===== src/rtl/sin_phase_gen.sv =====
// -----------------------------------------------------------------------------
// sin_phase_gen
//
// Degree-domain DDS phase sequencer feeding the 9-bit angle input of the
// get_sin_360_16 sine lookup. A fixed-point accumulator (9-bit integer degrees
// plus FRAC_BITS fractional bits) advances by step_int_i.step_frac_i once per
// sample tick and wraps modulo 360. A programmable divider sets the tick rate.
// A start/stop FSM only leaves the DRAIN state on a wrap, so every waveform
// ends on a whole period.
//
// Ports
//   clk_in          clock, all logic on the rising edge
//   rst_n_in        synchronous active-low reset
//   start_i         start request (IDLE only)
//   stop_i          stop request (RUN only), takes effect at the next wrap
//   phase_load_i    load phase_val_i into the accumulator (IDLE only)
//   phase_val_i     initial phase in degrees, values >= 360 clamp to 359
//   step_int_i      integer degrees per sample, values >= 360 clamp to 359
//   step_frac_i     fractional degrees per sample
//   div_i           one sample every div_i+1 clocks
//   angle_o         angle to the sine table, 0..359
//   angle_valid_o   1-cycle pulse, angle_o updated this cycle
//   sample_valid_o  angle_valid_o delayed one clock (qualifies the table output)
//   wrap_o          pulse with angle_valid_o when this advance crossed 360
//   busy_o          high in RUN and DRAIN
// -----------------------------------------------------------------------------
module sin_phase_gen #(
  parameter int FRAC_BITS = 16,
  parameter int DIV_BITS  = 16
) (
  input  logic                 clk_in,
  input  logic                 rst_n_in,
  input  logic                 start_i,
  input  logic                 stop_i,
  input  logic                 phase_load_i,
  input  logic [8:0]           phase_val_i,
  input  logic [8:0]           step_int_i,
  input  logic [FRAC_BITS-1:0] step_frac_i,
  input  logic [DIV_BITS-1:0]  div_i,
  output logic [8:0]           angle_o,
  output logic                 angle_valid_o,
  output logic                 sample_valid_o,
  output logic                 wrap_o,
  output logic                 busy_o
);

  typedef enum logic [1:0] {
    S_IDLE  = 2'd0,
    S_RUN   = 2'd1,
    S_DRAIN = 2'd2
  } state_t;

  state_t               state_q, state_d;
  logic [8:0]           acc_int_q, acc_int_d;
  logic [FRAC_BITS-1:0] acc_frac_q, acc_frac_d;
  logic [DIV_BITS-1:0]  div_cnt_q, div_cnt_d;
  logic [8:0]           angle_q, angle_d;
  logic                 angle_valid_q, angle_valid_d;
  logic                 sample_valid_q;
  logic                 wrap_q, wrap_d;
  logic                 busy_q, busy_d;

  // Saturated inputs: with both operands <= 359 the sum is <= 719, so a
  // single conditional subtraction of 360 always brings it back in range.
  logic [8:0]           step_int_sat;
  logic [8:0]           phase_clamped;
  logic [FRAC_BITS:0]   frac_sum;
  logic [9:0]           int_sum;
  logic [8:0]           int_next;
  logic                 wrap_now;
  logic                 step_zero;
  logic                 tick;
  logic                 drain_done;

  assign step_int_sat  = (step_int_i  >= 9'd360) ? 9'd359 : step_int_i;
  assign phase_clamped = (phase_val_i >= 9'd360) ? 9'd359 : phase_val_i;

  // Fraction carry propagates into the integer degrees.
  assign frac_sum  = {1'b0, acc_frac_q} + {1'b0, step_frac_i};
  assign int_sum   = {1'b0, acc_int_q} + {1'b0, step_int_sat}
                   + {9'd0, frac_sum[FRAC_BITS]};
  assign wrap_now  = (int_sum >= 10'd360);
  assign int_next  = wrap_now ? 9'(int_sum - 10'd360) : int_sum[8:0];

  assign step_zero = (step_int_sat == 9'd0) && (step_frac_i == '0);
  assign tick      = (state_q != S_IDLE) && (div_cnt_q == div_i);

  // A zero step can never wrap, so it is treated as wrapping for the
  // purpose of ending DRAIN; otherwise the generator would never stop.
  assign drain_done = (state_q == S_DRAIN) && tick && (wrap_now || step_zero);

  // State and datapath registers.
  // NOTE: sequential state uses non-blocking assignments so every register
  // samples the pre-edge values; blocking here would create order-dependent
  // simulation and mismatch the synthesized flops.
  always_ff @(posedge clk_in) begin
    if (!rst_n_in) begin
      state_q        <= S_IDLE;
      acc_int_q      <= '0;
      acc_frac_q     <= '0;
      div_cnt_q      <= '0;
      angle_q        <= '0;
      angle_valid_q  <= 1'b0;
      sample_valid_q <= 1'b0;
      wrap_q         <= 1'b0;
      busy_q         <= 1'b0;
    end else begin
      state_q        <= state_d;
      acc_int_q      <= acc_int_d;
      acc_frac_q     <= acc_frac_d;
      div_cnt_q      <= div_cnt_d;
      angle_q        <= angle_d;
      angle_valid_q  <= angle_valid_d;
      sample_valid_q <= angle_valid_q;
      wrap_q         <= wrap_d;
      busy_q         <= busy_d;
    end
  end

  // Next-state logic.
  // NOTE: every signal assigned in an always_comb gets a default first, so no
  // path leaves it unassigned and no latch is inferred.
  always_comb begin
    state_d = state_q;
    unique case (state_q)
      S_IDLE:  if (start_i)    state_d = S_RUN;
      S_RUN:   if (stop_i)     state_d = S_DRAIN;
      S_DRAIN: if (drain_done) state_d = S_IDLE;
      default:                 state_d = S_IDLE;
    endcase
  end

  // Output and datapath next values.
  always_comb begin
    acc_int_d     = acc_int_q;
    acc_frac_d    = acc_frac_q;
    div_cnt_d     = div_cnt_q;
    angle_d       = angle_q;
    angle_valid_d = 1'b0;
    wrap_d        = 1'b0;
    busy_d        = (state_d != S_IDLE);

    if (state_q == S_IDLE) begin
      // Counter held at zero so the first tick lands div_i+1 clocks after
      // RUN entry.
      div_cnt_d = '0;
      if (phase_load_i) begin
        acc_int_d  = phase_clamped;
        acc_frac_d = '0;
      end
    end else if (tick) begin
      div_cnt_d     = '0;
      angle_d       = acc_int_q;  // pre-advance value
      angle_valid_d = 1'b1;
      wrap_d        = wrap_now;
      if (drain_done) begin
        acc_int_d  = '0;
        acc_frac_d = '0;
      end else begin
        acc_int_d  = int_next;
        acc_frac_d = frac_sum[FRAC_BITS-1:0];
      end
    end else begin
      div_cnt_d = div_cnt_q + {{(DIV_BITS-1){1'b0}}, 1'b1};
    end
  end

  assign angle_o        = angle_q;
  assign angle_valid_o  = angle_valid_q;
  assign sample_valid_o = sample_valid_q;
  assign wrap_o         = wrap_q;
  assign busy_o         = busy_q;

endmodule


===== config.mk =====
export PLATFORM = sky130hd
export DESIGN_NAME = sin_phase_gen
export DESIGN_NICKNAME = d
export VERILOG_FILES = /design/src/rtl/sin_phase_gen.sv
export SDC_FILE = /design/constraint.sdc
export NUM_CORES = 1
export LEC_CHECK = 0
export ABC_AREA = 1
export BUFFER_PORTS_ARGS = -buffer_cell sky130_fd_sc_hd__buf_2
export CAP_MARGIN = 20
export CORE_MARGIN = 3
export CORE_UTILIZATION = 62
export DETAILED_ROUTE_END_ITERATION = 10
export PLACE_DENSITY = 0.87
export SLEW_MARGIN = 20
export SYNTH_ARGS = -nofsm -noshare
export SYNTH_HDL_FRONTEND = slang
export SYNTH_SLANG_ARGS = --single-unit

===== constraint.sdc =====
create_clock -name clk_in -period 10 [get_ports clk_in]
set_input_delay 1 -clock clk_in [delete_from_list [all_inputs] [get_ports clk_in]]
set_output_delay 1 -clock clk_in [all_outputs]
set_load 0.05 [all_outputs]

# ---- After elaboration in Yosys (flattened, before gate mapping)
# Index checks and enable logic that the tools add are counted.
dict set report word_totals {
  register_bits 56
  latchBits 0
  ram_bits 0
  rom_bits 0
  input_bits 55
  out_inout_bits 13
  wordCells 56
  memories 0
}
dict set report op_classes {
  addsub 5
  multipliers 0
  div 0
  n_lt_le_gt_ge 3
  eq_ne 4
  n_shift 0
  mux 16
  n_bitwise 3
  reduce_logical 16
}
# cell count
set op_table {}
lappend op_table {{$mux 16} 4}
lappend op_table {{$mux 9} 7}
lappend op_table {{$ge 9x9->1 const B} 2}
lappend op_table {{$add 16x16->17} 1}
lappend op_table {{$add 16x1->16 const B} 1}
lappend op_table {{$eq 16x16->1} 1}
lappend op_table {{$logic_not 16->1} 1}
lappend op_table {{$add 10x1->10} 1}
lappend op_table {{$add 9x9->10} 1}
lappend op_table {{$ge 10x9->1 const B} 1}
lappend op_table {{$logic_not 9->1} 1}
lappend op_table {{$sub 9x9->9 const B} 1}
lappend op_table {{$mux 2} 3}
lappend op_table {{$pmux 2 s3} 1}
lappend op_table {{$reduce_bool 2->1} 3}
lappend op_table {{$reduce_or 3->1} 2}
lappend op_table {{$logic_and 1x1->1} 4}
lappend op_table {{$reduce_and 2->1} 2}
lappend op_table {{$not 1->1} 3}
lappend op_table {{$eq 2x1->1 const B} 1}
lappend op_table {{$eq 2x2->1 const B} 1}
lappend op_table {{$logic_not 2->1} 1}
lappend op_table {{$ne 2x2->1 const B} 1}
lappend op_table {{$reduce_or 2->1} 1}
lappend op_table {{other kinds (2)} 2}

# ---- Depth between registers and ports, before layout
dict set report depth {
  word_depth 10
  depth_mapped 29
  ltp_nobuf 29
}

# ---- Worst setup path before layout
# No wires, ideal clock.
dict set report synth_timing {
  kind {input -> register}
  start {input port step_frac_i[0]}
  end {register busy_q (netlist: busy_o)}
  setup_ns 0.133
  arrival_ns 4.435
  t_required_ns 9.867
  slack_ns 5.433
  stages 27
  path_buffers 1
  cell_sequence {ha_1 > inv_1 > fa_1 > inv_1 > nand3_1 > nand2_1 > nand3_1 > nand3_1 > a21boi_0 > or2_2 > nand2_1 > a21oi_1 > fa_1 > fa_1 > inv_1 > nand2_1 > nand2_1 > nand3b_1 > nand2_1 > nor2_1 > nor2_1 > nand3_2 > nand3_4 > nand2_4 > buf_6 > nand2_1 > a31oi_1}
}
dict set report synth_via {
  elab_chain_cells 8
  word_cells_on_any_way 10
  cone_classes {add/sub: 2; order compare: 1; mux: 2; reduce/logical: 5}
}
# element line
set synth_lines {}
lappend synth_lines {{from (decl)} 38} ;# input logic [FRAC_BITS-1:0] step_frac_i,
lappend synth_lines {{$add 16x16->17} 79} ;# assign frac_sum = {1'b0, acc_frac_q} + {1'b0, step_frac_i};
lappend synth_lines {{$add 10x1->10} 81} ;# + {9'd0, frac_sum[FRAC_BITS]};
lappend synth_lines {{$ge 10x9->1} 82} ;# assign wrap_now = (int_sum >= 10'd360);
lappend synth_lines {{$logic_or 1x1->1 *} 90} ;# assign drain_done = (state_q == S_DRAIN) && tick && (wrap_now || step_zero);
lappend synth_lines {{$logic_and 1x1->1 *} 90}
lappend synth_lines {{$mux 2 *} 128} ;# S_DRAIN: if (drain_done) state_d = S_IDLE;
lappend synth_lines {{$pmux 2 s3 *} 125} ;# unique case (state_q)
lappend synth_lines {{$reduce_bool 2->1 *} 141} ;# busy_d = (state_d != S_IDLE);
lappend synth_lines {{to (signal assigned)} 116} ;# busy_q <= busy_d;
lappend synth_lines {{to (decl)} 61} ;# logic busy_q, busy_d;
# Every way passes the cells marked *; elsewhere a longest branch is shown, timed or not.
# A chain may end at the register's enable or synchronous reset.

# ---- Worst setup path after layout
dict set report layout_timing {
  start {input port step_frac_i[0]}
  end {register acc_frac_q[1]}
}
dict set report layout_via {
  elab_chain_cells 8
  word_cells_on_any_way 10
  cone_classes {add/sub: 2; order compare: 1; mux: 3; reduce/logical: 4}
}
# element line
set layout_lines {}
lappend layout_lines {{$add 16x16->17} 79}
lappend layout_lines {{$add 10x1->10} 81}
lappend layout_lines {{$ge 10x9->1} 82}
lappend layout_lines {{$logic_or 1x1->1} 90}
lappend layout_lines {{$logic_and 1x1->1} 90}
lappend layout_lines {{$mux 16 *} 156} ;# if (drain_done) begin
lappend layout_lines {{$mux 16 *} 151} ;# end else if (tick) begin
lappend layout_lines {{$mux 16 *} 143} ;# if (state_q == S_IDLE) begin
lappend layout_lines {{to (signal assigned)} 110} ;# acc_frac_q <= acc_frac_d;
lappend layout_lines {{to (decl)} 55} ;# logic [FRAC_BITS-1:0] acc_frac_q, acc_frac_d;
# Every way passes the cells marked *; elsewhere a longest branch is shown, timed or not. The select of a mux whose other input is x is not followed.

==> summary.txt <==
Power and ir drop
  – Max rail drop VDD: 0.07851 mV
  – LEAKAGE: 2.155 nW
  – Pwr/cell area: 118.5 nW/um^2
  – Power, Total: 531.4 uW

Timing
  – Slew @ Worst Pin: 0.7690 ns
  – Clk_skew: 0.005747 ns
  – Max-slew headroom: 0.4854
  – Fin crit share: 0.4922
  – Final setup fails: 0
  – Max Freq: 203.2 MHz
  – Unrepaired setup endpoints after global routing: false
  – Setup ws final: 5.078 ns
  – Setup TNS: 0 ns
  – Slew Limit Fails: 0
  – Hold Violations, Final: 0
  – Fin crit period: 4.922 ns

Route
  – Post-Route WL: 9758 microns
  – Drt first pass iters: 5
  – DRC Markers: 0
  – Vias per cell: 5.564
  – Initial DRC count: 226
  – Final ANT Viol Nets: 0
  – Routed vias: 4117
  – Drt wl/cell: 13.19 microns

Clock tree
  – CTS max path bufs: 2
  – PostCTS Resize Cnt: 0
  – Root buffer cell: clkbuf_8
  – H-tree depth: 2
  – CTS Hold Bufs: 0
  – # clock sinks: 56
  – Clock Latency Late Sink: 0.31 ns
  – CTS tree: built
  – Setup bufs post-CTS: 0
  – Num CTS Buffers: 5
  – Reg clk slew, reported paths: 0.10 ns

Setup path
  – Worst path buffer plus inverter count: 4
  – Cell depth of the worst setup path: 26
  – Critical Path Start Type: primary input
  – R2R depth: 25
  – Critical Setup Path Class: primary input to register
  – WP data required: 10.25 ns
  – Crit-path slowest cell: fa_1
  – Crit-path max FO: 7
  – CP max stage delay: 0.40 ns
  – Crit path top cell by count: nand3_1
  – Family with the most delay on the worst path: simple AND/OR/NAND/NOR gates
  – Worst Setup End Kind: register
  – Crit path DAT: 5.17 ns

Cells and area
  – Area of the multi-input gates: 2589 sq um
  – Most common cell after layout, fill and taps aside: nand2_1
  – Sequential cell area: 1121 sq um
  – Final net count: 748
  – Diode count: 0
  – Share of cells above drive strength 1: 0.1459
  – Fillcell total: 503
  – Area Growth Syn to Fin: 11.17%
  – Final Instance Area: 4483 sq um
  – Most frequent cells in the layout: nand2_1, nor2_1, buf_2

Global route
  – Largest net degree at the start of global routing: 33
  – Gr ovfl total: 0
  – Vias in the first global route: 3759
  – Initial antenna violation count: 0
  – First-pass GRT wire length: 16770 microns
  – GRT Util Overall: 0.2709

Logic synthesis
  – Synthesized area per cell: 6.688 sq um
  – Cells after Synth: 603
  – Yosys reg bits: 56
  – Mapped Nets: 687
  – Distinct cells, synth: 40
  – Seq/Total Area, Yosys: 0.2780
  – Syn. warnings: 0
  – Cell Area, Synth: 4033 sq um

Die
  – Die Footprint: 7508 sq um
  – DIE HEIGHT: 86.65 microns
  – Placeable Area: 6096 sq um
  – Die W: 86.65 microns
  – Rows: 28
  – # IOs: 68
  – Starting density of the core: 0.6615

Placed design
  – Placed inst area: 4394 sq um
  – Routability cong.: 0.9248
  – Final HPWL DP: 7788 microns
  – Setup slack after placement: 4.791 ns
  – Port buffer count: 67

Outcome
  – Run status: finished clean

Run
  – Max-cap violations: 0

Worst hold path
  – Hold crit path type: register to register
  – Min-Delay Path Depth: 2
[through the flow]
stage | std cells | util | hold WS (ns)
finish | 740 | 0.7354 | 0.4422
global route | 740 | 0.7354 | 0.4519
CTS | 740 | 0.7354 | 0.4449
detailed placement | 732 | 0.7209 | 0.4295
global placement | 732 | 0.7209 | 0.4181
floorplan | 603 | - | 0.4322
[worst register-to-register path: stages, from the launching register on]
cell and delay (ns):
dfxtp_1 0.35, ha_1 0.17, inv_1 0.05, fa_1 0.39
inv_1 0.10, nand3_1 0.07, nand2_1 0.14, nand3_1 0.08
nand3_1 0.13, a21boi_0 0.13, or2_2 0.30, nand2_1 0.06
a21oi_1 0.07, fa_1 0.40, fa_1 0.37, inv_1 0.08
nand2_1 0.07, nand2_1 0.14, nand3_1 0.14, nand3_1 0.12
nand2_2 0.08, a21oi_4 0.27, nand3_4 0.13, a21oi_2 0.32
nand2_2 0.14, o21ai_1 0.14
[per-layer routing]
metal / GRT usage / vias to the layer above / wire [microns]
met5: 0 / - / 0
met4: 0.06232 / 0 / 170
met3: 0.03612 / 16 / 638
met2: 0.4485 / 131 / 4580
met1: 0.3746 / 1875 / 4370
li1: - / 2095 / -
[where the power goes]
group          switching (mW)  internal (mW)
Sequential            0.00621          0.229
Combinational           0.107         0.0614
Clock                  0.0777         0.0501
[kinds of logic (layout without fill, tap and decap cells)]
family | after synthesis | count (layout) | share of synthesized area
AO/OA/AOI/OAI | 102 | 102 | 0.1424
XOR/XNOR | 30 | 30 | 0.06516
adder cells (fa/ha/maj) | 29 | 29 | 0.09556
buffers and inverters | 81 | 143 | 0.08005
flip-flops | 56 | 56 | 0.2780
AND/OR/NAND/NOR | 305 | 305 | 0.3388
[worst paths after layout]
kind | startpoint | to | slack, ns
setup reg to reg | acc_frac_q[0] | acc_frac_q[1] | 5.50
hold reg to reg | angle_valid_o | sample_valid_o | 0.44
hold / removal | angle_valid_o | sample_valid_o | 0.44
setup / recovery | step_frac_i[0] | acc_frac_q[1] | 5.08
[registers in the layout, indices dropped and copies added, names as in the netlist]
register and count:
busy_o 1, acc_int_q 9, div_cnt_q 16, acc_frac_q 16, angle_valid_o 1, state_q 2
wrap_o 1, angle_o 9, sample_valid_o 1
[synthesized netlist by cell type (all sizes together)]
cell,number,area share
a21boi,4,0.0074
a21oi,46,0.064
a31oi,3,0.0047
and3,1,0.0016
buf,8,0.012
clkbuf,5,0.0047
dfxtp,56,0.28
fa,3,0.015
ha,26,0.081
inv,68,0.063
nand2,141,0.14
nand3,48,0.064
nand3b,5,0.0093
nand4,11,0.017
nor2,75,0.070
nor3,8,0.015
nor3b,1,0.0019
nor4,6,0.0093
o2111ai,1,0.0022
o211ai,1,0.0019
o21a,2,0.0037
o21ai,40,0.050
o21bai,3,0.0056
o31ai,2,0.0037
or2,9,0.015
xnor2,19,0.041
xor2,11,0.024
[area by class of cell]
cell class | count | area share
clock inverters | 2 | 0.003628
repair buffers | 67 | 0.07480
clock buffers | 6 | 0.01619
flip-flops and latches | 56 | 0.2501
multi-input cells | 466 | 0.5774
well taps | 75 | 0.02093
inverters | 68 | 0.05694
(Power assumes the default switching activity.)
